**src/rtl/game_phase_fsm.sv**
```systemverilog
// Top-level game phase controller: latches event pulses between frames and
// commits phase/lives changes only at frame start so screens never tear.
module game_phase_fsm #(
  parameter int LIVES          = 3,
  parameter int TIMEOUT_CYCLES = 130000000
) (
  input  logic        clk,
  input  logic        rst,
  input  logic [10:0] hcount_in,
  input  logic [9:0]  vcount_in,
  input  logic        start_btn_in,
  input  logic        pause_btn_in,
  input  logic        player_dead_in,
  input  logic        finished_in,
  output logic [3:0]  state_out,
  output logic [1:0]  lives_out,
  output logic        frame_start_out
);

  localparam int              WD_W       = $clog2(TIMEOUT_CYCLES);
  localparam logic [WD_W-1:0] WD_LAST    = WD_W'(TIMEOUT_CYCLES - 1);
  localparam logic [1:0]      LIVES_INIT = 2'(LIVES);

  typedef enum logic [3:0] {
    TITLE     = 4'b0001,
    PLAYING   = 4'b0010,
    PAUSED    = 4'b0011,
    GAME_OVER = 4'b1111
  } phase_t;

  phase_t            state;
  logic [1:0]        lives;
  logic              frame_start;
  logic              start_p, pause_p, dead_p;
  logic              exit_flag;
  logic [WD_W-1:0]   wd;

  logic boundary;
  logic start_m, pause_m, dead_m;

  assign boundary = (hcount_in == 11'd0) && (vcount_in == 10'd0);

  // Pulses landing in the boundary cycle itself are folded into this frame's decision.
  assign start_m = start_p | start_btn_in;
  assign pause_m = pause_p | pause_btn_in;
  assign dead_m  = dead_p  | player_dead_in;

  always_ff @(posedge clk) begin
    if (rst) begin
      state       <= TITLE;
      lives       <= LIVES_INIT;
      frame_start <= 1'b0;
      start_p     <= 1'b0;
      pause_p     <= 1'b0;
      dead_p      <= 1'b0;
      exit_flag   <= 1'b0;
      wd          <= '0;
    end else begin
      frame_start <= boundary;

      if (boundary) begin
        start_p <= 1'b0;
        pause_p <= 1'b0;
        dead_p  <= 1'b0;
      end else begin
        start_p <= start_m;
        pause_p <= pause_m;
        dead_p  <= dead_m;
      end

      // Watchdog and finished_in both only ever set the one exit flag, so coincident sources exit once.
      if (state != GAME_OVER) begin
        wd        <= '0;
        exit_flag <= 1'b0;
      end else begin
        if (wd == WD_LAST) begin
          exit_flag <= 1'b1;
        end else begin
          wd <= wd + WD_W'(1);
        end
        if (finished_in) begin
          exit_flag <= 1'b1;
        end
      end

      if (boundary) begin
        case (state)
          TITLE: begin
            if (start_m) begin
              state <= PLAYING;
              lives <= LIVES_INIT;
            end
          end
          PLAYING: begin
            if (dead_m) begin
              if (lives > 2'd1) begin
                lives <= lives - 2'd1;
              end else begin
                state <= GAME_OVER;
                lives <= 2'd0;
              end
            end else if (pause_m) begin
              state <= PAUSED;
            end
          end
          PAUSED: begin
            if (pause_m) begin
              state <= PLAYING;
            end
          end
          GAME_OVER: begin
            if (exit_flag) begin
              state     <= TITLE;
              lives     <= LIVES_INIT;
              exit_flag <= 1'b0;
              wd        <= '0;
            end
          end
          default: begin
            state <= TITLE;
          end
        endcase
      end
    end
  end

  assign state_out       = state;
  assign lives_out       = lives;
  assign frame_start_out = frame_start;

endmodule

```
**config.mk**
```make
export PLATFORM = sky130hd
export DESIGN_NAME = game_phase_fsm
export DESIGN_NICKNAME = d
export VERILOG_FILES = /design/src/rtl/game_phase_fsm.sv
export SDC_FILE = /design/constraint.sdc
export NUM_CORES = 1
export LEC_CHECK = 0
export BUFFER_PORTS_ARGS = -buffer_cell sky130_fd_sc_hd__buf_2
export CAP_MARGIN = 20
export CORE_MARGIN = 5
export CORE_UTILIZATION = 49
export CTS_CLUSTER_SIZE = 16
export DETAILED_ROUTE_END_ITERATION = 8
export GPL_TIMING_DRIVEN = 0
export PLACE_DENSITY_LB_ADDON = 0.2
export SYNTH_ARGS = -nofsm -noshare
export SYNTH_HDL_FRONTEND = slang
export SYNTH_SLANG_ARGS = --single-unit
export TNS_END_PERCENT = 1
```
**constraint.sdc**
```tcl
create_clock -name clk -period 1.7 [get_ports clk]
set_clock_uncertainty 0.15 [all_clocks]
set_input_delay 0.255 -clock clk [delete_from_list [all_inputs] [get_ports clk]]
set_output_delay 0.255 -clock clk [all_outputs]
set_load 0.02 [all_outputs]
```
==> impl_metrics.env, run 1 <==
export IMPL_status="finished, violations left"
export IMPL_failed_checks="setup timing"
export IMPL_cpPeakStageDelay_ns=0.55
export IMPL_finalMaxSlewViolations=0
export IMPL_cp_num_buf_inv=0
export IMPL_num_vias=1577
export IMPL_r2r_cells=5
export IMPL_crit_type="flip-flop to flip-flop"
export IMPL_setup_viol=26
export IMPL_ys_top_cells_by_area="dfxtp_1 41%, nor2_1 7.8%, xor2_1 6.7%"
export IMPL_required_ns=1.76
export IMPL_synth_edf_count=0
export IMPL_clockPowerShare_pct=39.3
export IMPL_critPathMaxFanout=8
export IMPL_drt_wirelength_per_cell_um=12.57
export IMPL_maxCapViolations=0
export IMPL_p_leak_nw=0.8326
export IMPL_fmax_mhz=562.5
export IMPL_antenna_found_initial=0
export IMPL_path_cells="or4bb_4 > nor2_4 > nand4_4 > and3_4 > nor3_2"
export IMPL_powerDensity_nw_per_um2=666.7
export IMPL_grt_start_max_net_pins=11
export IMPL_grt_pass1_vias=1450
export IMPL_r2r_slack_ns=-0.08
export IMPL_r2r_start="wd[11]"
export IMPL_die_area_um2=5040
export IMPL_syn_inst=201
export IMPL_dp_cells=282
export IMPL_cts_tree="yes"
export IMPL_cts_max_path_buffers=2
export IMPL_pre_cts_slack_ns=-0.3750
export IMPL_ios=34
export IMPL_avgSynthCellArea_um2=9.070
export IMPL_crit_family="simple AND/OR/NAND/NOR gates"
export IMPL_switching_share_pct=20.24
export IMPL_drtAntennaViolNets=0
export IMPL_cp_start_kind="flip-flop"
export IMPL_peakVddDrop_v=0.0004534
export IMPL_overflow=0
export IMPL_synth_largest_area_cell="dfxtp_1"
export IMPL_setup_ws_ns=-0.07792
export IMPL_drt_initial_drc_count=113
export IMPL_synth_flop_cell="dfxtp_1"
export IMPL_synthTopCellsByCount="38 x nor2_1, 37 x dfxtp_1, 14 x xor2_1"
export IMPL_synth_most_common_cell="nor2_1"
export IMPL_slowest_stage="or4bb_4"
export IMPL_setup_tns_ns=-1.519
export IMPL_seqPwrFrac_pct=56.7
export IMPL_p_int_mw=1.224
export IMPL_drive_gt1_share_pct=38.87
export IMPL_ctsRootBufferMaster="clkbuf_8"
export IMPL_hold_viol=0
export IMPL_worst_hold_path_endpoint="exit_flag"
export IMPL_initial_core_util_pct=50.17
export IMPL_synth_async_sr_flop_share_pct=0
export IMPL_whs_path_depth=3
export IMPL_nNetsFinal=275
export IMPL_worst_pin_slew_ns=0.3906
export IMPL_final_area_um2=2302
export IMPL_netlist_area_um2=1823
export IMPL_routed_wl_um=3707
export IMPL_place_congestion=0.8057
export IMPL_ys_ff_latch=37
export IMPL_ys_warn_count=0
export IMPL_p_comb_share_pct=4.0
export IMPL_p_sw_mw=0.3107
export IMPL_hp_class="primary input to flip-flop"
export IMPL_grt_setup_unrepaired="true"
export IMPL_cp_arrival_ns=1.84
export IMPL_rows=22
export IMPL_ys_seq_area_share_pct=40.63
export IMPL_cts_buffers=5
export IMPL_fillCellCount=309
export IMPL_min_period_ns=1.778
export IMPL_grt_pass1_wl_um=6292
export IMPL_path_clk_slew_ns=0.07
export IMPL_finalCritPeriodShare_pct=104.6
export IMPL_areaGrowthSynthToFinish_pct=26.29
export IMPL_gr_usage_all_layers_pct=15.30
export IMPL_vias_per_cell=5.346
export IMPL_firstDrtPassIters=4
export IMPL_yosys_area_top_type_share_pct=40.63
export IMPL_die_h_um=71.00
export IMPL_syn_nets=229
export IMPL_placed_cell_area_um2=2048
export IMPL_portBuffers=33
export IMPL_drc_errors=0
export IMPL_instances_no_fill=295
export IMPL_die_w_um=71.00
export IMPL_cts_htree_levels=2
export IMPL_worstSetupEndpointType="flip-flop"
export IMPL_clock_sinks=37
export IMPL_hold_start="finished_in"
export IMPL_maxSlewHeadroom_pct=73.82
export IMPL_clock_latency_ns=0.28
export IMPL_rr_endpoint="wd[2]"
export IMPL_coreArea_um2=3633
export IMPL_synth_distinct_cells=46
export IMPL_place_hpwl_um=2587
export IMPL_diodes=0
==> worst reg2reg max path, cell delays in order (launching register included) <==
cell and delay [ns]:
dfxtp_4 0.37, or4bb_4 0.55, nor2_4 0.12, nand4_4 0.18
and3_4 0.24, nor3_2 0.10
==> power groups by stage <==
stage / clock network [mW] / registers, mW / logic (mW)
after CTS: 0.620 / 0.873 / 0.0607
after detailed placement: 0 / 0.893 / 0.0596
after floorplan: 0 / 0.893 / 0.0241
after global placement: 0 / 0.893 / 0.0588
after global routing: 0.660 / 0.870 / 0.0696
final: 0.603 / 0.870 / 0.0618
==> sequential cells by signal, indices dropped and copies added, names as in the netlist <==
name	count
start_p	1
state_out	3
wd	27
dead_p	1
pause_p	1
frame_start_out	1
exit_flag	1
lives_out	2
==> layer usage <==
layer  track usage (%)  wire length, um
met3             5.540              247
met5                 0                0
met1             18.32             1703
met2             25.44             1711
met4             5.010               44
==> logic make-up after synthesis <==
logic type / Yosys count / synth area share (%)
xor+xnor: 21 / 10.09
simple gates: 114 / 36.51
mux: 3 / 1.647
flops: 37 / 40.63
fa+ha+maj: 1 / 0.6862
buf+inv: 8 / 3.981
compound gates: 17 / 6.451
==> placed cells by master, fill, tap and decap left out, drive strengths merged, types with 3 or more instances in the layout <==
cell	synthesis	layout
buf	5	44
nor2	39	39
dfxtp	37	37
xor2	14	14
nor3	14	14
nand2	11	11
nand4	10	10
nand3	10	10
xnor2	7	7
clkbuf	0	7
and3	7	7
nor4	6	6
nand2b	4	4
a21oi	4	4
mux2i	3	3
or4	3	3
o21ai	3	3
==> repair_timing <==
action	in CTS	in global routing
hold buffers	0	0
gates resized for setup	14	22
endpoints found under the setup margin	30	30
pin swaps	13	7
setup buffers	4	2
==> worst max-delay path by stage <==
stage	startpoint	to	slack (ns)	depth (start not counted)
floorplan	hcount_in[7]	wd[0]	-0.12	6
global placement	hcount_in[7]	wd[17]	-0.38	7
detailed placement	hcount_in[7]	wd[19]	-0.38	7
CTS	wd[14]	wd[4]	-0.14	5
global route	wd[8]	wd[2]	-0.17	5
finish	wd[11]	wd[2]	-0.08	5
==> through the flow <==
stage,util (%),hold WS [ns],power [mW]
global placement,56.37,0.3297,0.9519
floorplan,-,0.2721,0.9167
global route,63.36,0.07975,1.600
finish,63.36,0.08319,1.535
CTS,61.02,0.07578,1.554
detailed placement,56.37,0.3273,0.9526
==> final cells by class <==
cell class                 instances  area (um2)  area share (%)
multi-input combinational        156        1110           48.21
tap                               48       60.06           2.609
buffer                             6       68.82           2.989
sequential                        37       759.5           32.99
inverter                           2       7.507          0.3261
timing repair buffer              39       210.2           9.130
clock buffer                       7       86.33           3.750
Note: power is estimated with default switching activity, not from simulation.
==> run 2, diff against run 1 <==
- SKIP_CTS_REPAIR_TIMING: unset -> 1
==> run 2 against run 1 <==
  * Die area unchanged
  * Core utilization decreased by 0.90 points
  * Via count decreased by 0.19%
  * Largest cell class unchanged
  * Highest routed layer unchanged
  * The flow still finishes with violations (setup timing)
  * Cell area decreased by 1.4%
  * Clock power about the same
  * Worst hold slack got worse by 0.0020 ns
  * First-iteration DRC count increased by 8.0%
  * Sequential share of layout area increased by 0.36 points
==> impl_metrics.env, run 2 (synthesis results as in run 1) <==
export IMPL_status="finished, violations left"
export IMPL_required_ns=1.75
export IMPL_path_clk_slew_ns=0.07
export IMPL_critPathMaxFanout=8
export IMPL_setup_viol=28
export IMPL_firstDrtPassIters=4
export IMPL_failed_checks="setup timing"
export IMPL_drtAntennaViolNets=0
export IMPL_grt_pass1_vias=1370
export IMPL_drc_errors=0
export IMPL_p_comb_share_pct=4.0
export IMPL_diodes=0
export IMPL_areaGrowthSynthToFinish_pct=24.50
export IMPL_grt_pass1_wl_um=5968
export IMPL_p_int_mw=1.224
export IMPL_p_leak_nw=0.8357
export IMPL_hold_viol=0
export IMPL_die_w_um=71.00
export IMPL_initial_core_util_pct=50.17
export IMPL_r2r_start="wd[14]"
export IMPL_worst_hold_path_endpoint="exit_flag"
export IMPL_die_area_um2=5040
export IMPL_portBuffers=33
export IMPL_cts_tree="yes"
export IMPL_fmax_mhz=530.4
export IMPL_finalCritPeriodShare_pct=110.9
export IMPL_finalMaxSlewViolations=0
export IMPL_r2r_cells=5
export IMPL_cts_buffers=5
export IMPL_r2r_slack_ns=-0.19
export IMPL_routed_wl_um=3655
export IMPL_powerDensity_nw_per_um2=676.8
export IMPL_largest_register="wd"
export IMPL_cpPeakStageDelay_ns=0.54
export IMPL_setup_tns_ns=-2.374
export IMPL_ios=34
export IMPL_cts_htree_levels=2
export IMPL_final_common_cell="nor2_1"
export IMPL_clock_sinks=37
export IMPL_cp_arrival_ns=1.94
export IMPL_final_cell_mix="36 x nor2_1, 33 x buf_2, 28 x dfxtp_1"
export IMPL_path_depth=5
export IMPL_hp_class="primary input to flip-flop"
export IMPL_cp_num_buf_inv=0
export IMPL_power_total_mw=1.536
export IMPL_drt_initial_drc_count=122
export IMPL_whs_path_depth=3
export IMPL_die_h_um=71.00
export IMPL_maxCapViolations=0
export IMPL_peakVddDrop_v=0.0004847
export IMPL_overflow=0
export IMPL_clockPowerShare_pct=39.3
export IMPL_cts_max_path_buffers=2
export IMPL_gr_usage_all_layers_pct=14.56
export IMPL_largest_reg_flops=27
export IMPL_crit_family="simple AND/OR/NAND/NOR gates"
export IMPL_worst_pin_slew_ns=0.3758
export IMPL_rows=22
export IMPL_rr_endpoint="wd[4]"
export IMPL_num_vias=1574
export IMPL_hold_start="finished_in"
export IMPL_grt_start_max_net_pins=11
export IMPL_holdWs_ns=0.08116
export IMPL_vias_per_cell=5.336
export IMPL_cp_start_kind="flip-flop"
export IMPL_maxSlewHeadroom_pct=74.76
export IMPL_seqPwrFrac_pct=56.7
export IMPL_place_congestion=0.8057
export IMPL_switching_share_pct=20.30
export IMPL_p_sw_mw=0.3119
export IMPL_slowest_stage="or4b_4"
export IMPL_drive_gt1_share_pct=36.44
export IMPL_clock_latency_ns=0.28
export IMPL_drt_wirelength_per_cell_um=12.39
export IMPL_coreArea_um2=3633
export IMPL_nNetsFinal=275
export IMPL_worstSetupEndpointType="flip-flop"
export IMPL_ctsRootBufferMaster="clkbuf_8"
export IMPL_antenna_found_initial=0
export IMPL_grt_setup_unrepaired="true"
export IMPL_place_hpwl_um=2587
export IMPL_min_period_ns=1.885
export IMPL_crit_type="flip-flop to flip-flop"
export IMPL_setup_ws_ns=-0.1852
export IMPL_path_cells="or4b_4 > nor3_4 > nand4_4 > and3_4 > nor3_2"
run 2: cell counts in the layout (fill, tap and decap cells not counted):
Identical to the previous run, type by type.
run 2: how the worst max path moves through the flow:
stage,start,endpoint,slack (ns)
2_1_floorplan,hcount_in[7],wd[0],-0.12
4_1_cts,wd[0],wd[26],-0.26
3_5_place_dp,hcount_in[7],wd[19],-0.38
5_1_grt,wd[0],wd[14],-0.25
6_report,wd[14],wd[4],-0.19
3_3_place_gp,hcount_in[7],wd[17],-0.38
run 2: worst register-to-register path, cell delays in order, from the launching register on:
cell,delay [ns]
dfxtp_4,0.35
or4b_4,0.54
nor3_4,0.23
nand4_4,0.18
and3_4,0.23
nor3_2,0.13
run 2: metrics by stage:
| stage | cells | instance area (um2) | util [%] | setup slack, ns |
|---|---|---|---|---|
| 6_report | 295 | 2270 | 62.47 | -0.1852 |
| 5_1_grt | 295 | 2270 | 62.47 | -0.2460 |
| 4_1_cts | 289 | 2135 | 58.75 | -0.2594 |
| 3_5_place_dp | 282 | 2048 | 56.37 | -0.3750 |
| 3_3_place_gp | 282 | 2048 | 56.37 | -0.3799 |
| 2_1_floorplan | 201 | 1823 | - | -0.1228 |
run 2: final cells by class:
class / count / area [um2]
clock buffer: 7 / 86.33
sequential: 37 / 757.0
multi-input combinational: 156 / 1080
inverter: 2 / 7.507
fill: 323 / 1364
timing repair buffer: 39 / 210.2
buffer: 6 / 68.82
tap: 48 / 60.06
run 2: power groups by stage:
stage                     clock network (mW)  registers (mW)  logic (mW)
after global placement                     0           0.893      0.0588
after detailed placement                   0           0.893      0.0596
after floorplan                            0           0.893      0.0241
after CTS                              0.620           0.873      0.0598
final                                  0.604           0.870      0.0617
after global routing                   0.662           0.870      0.0695
run 2: per-layer routing:
metal	part of all wire (%)	GRT usage [%]	up-vias
met5	0	0	-
met4	0.93	5.010	0
met3	7.5	5.540	4
met2	46	23.38	46
met1	46	17.87	718
li1	-	-	806
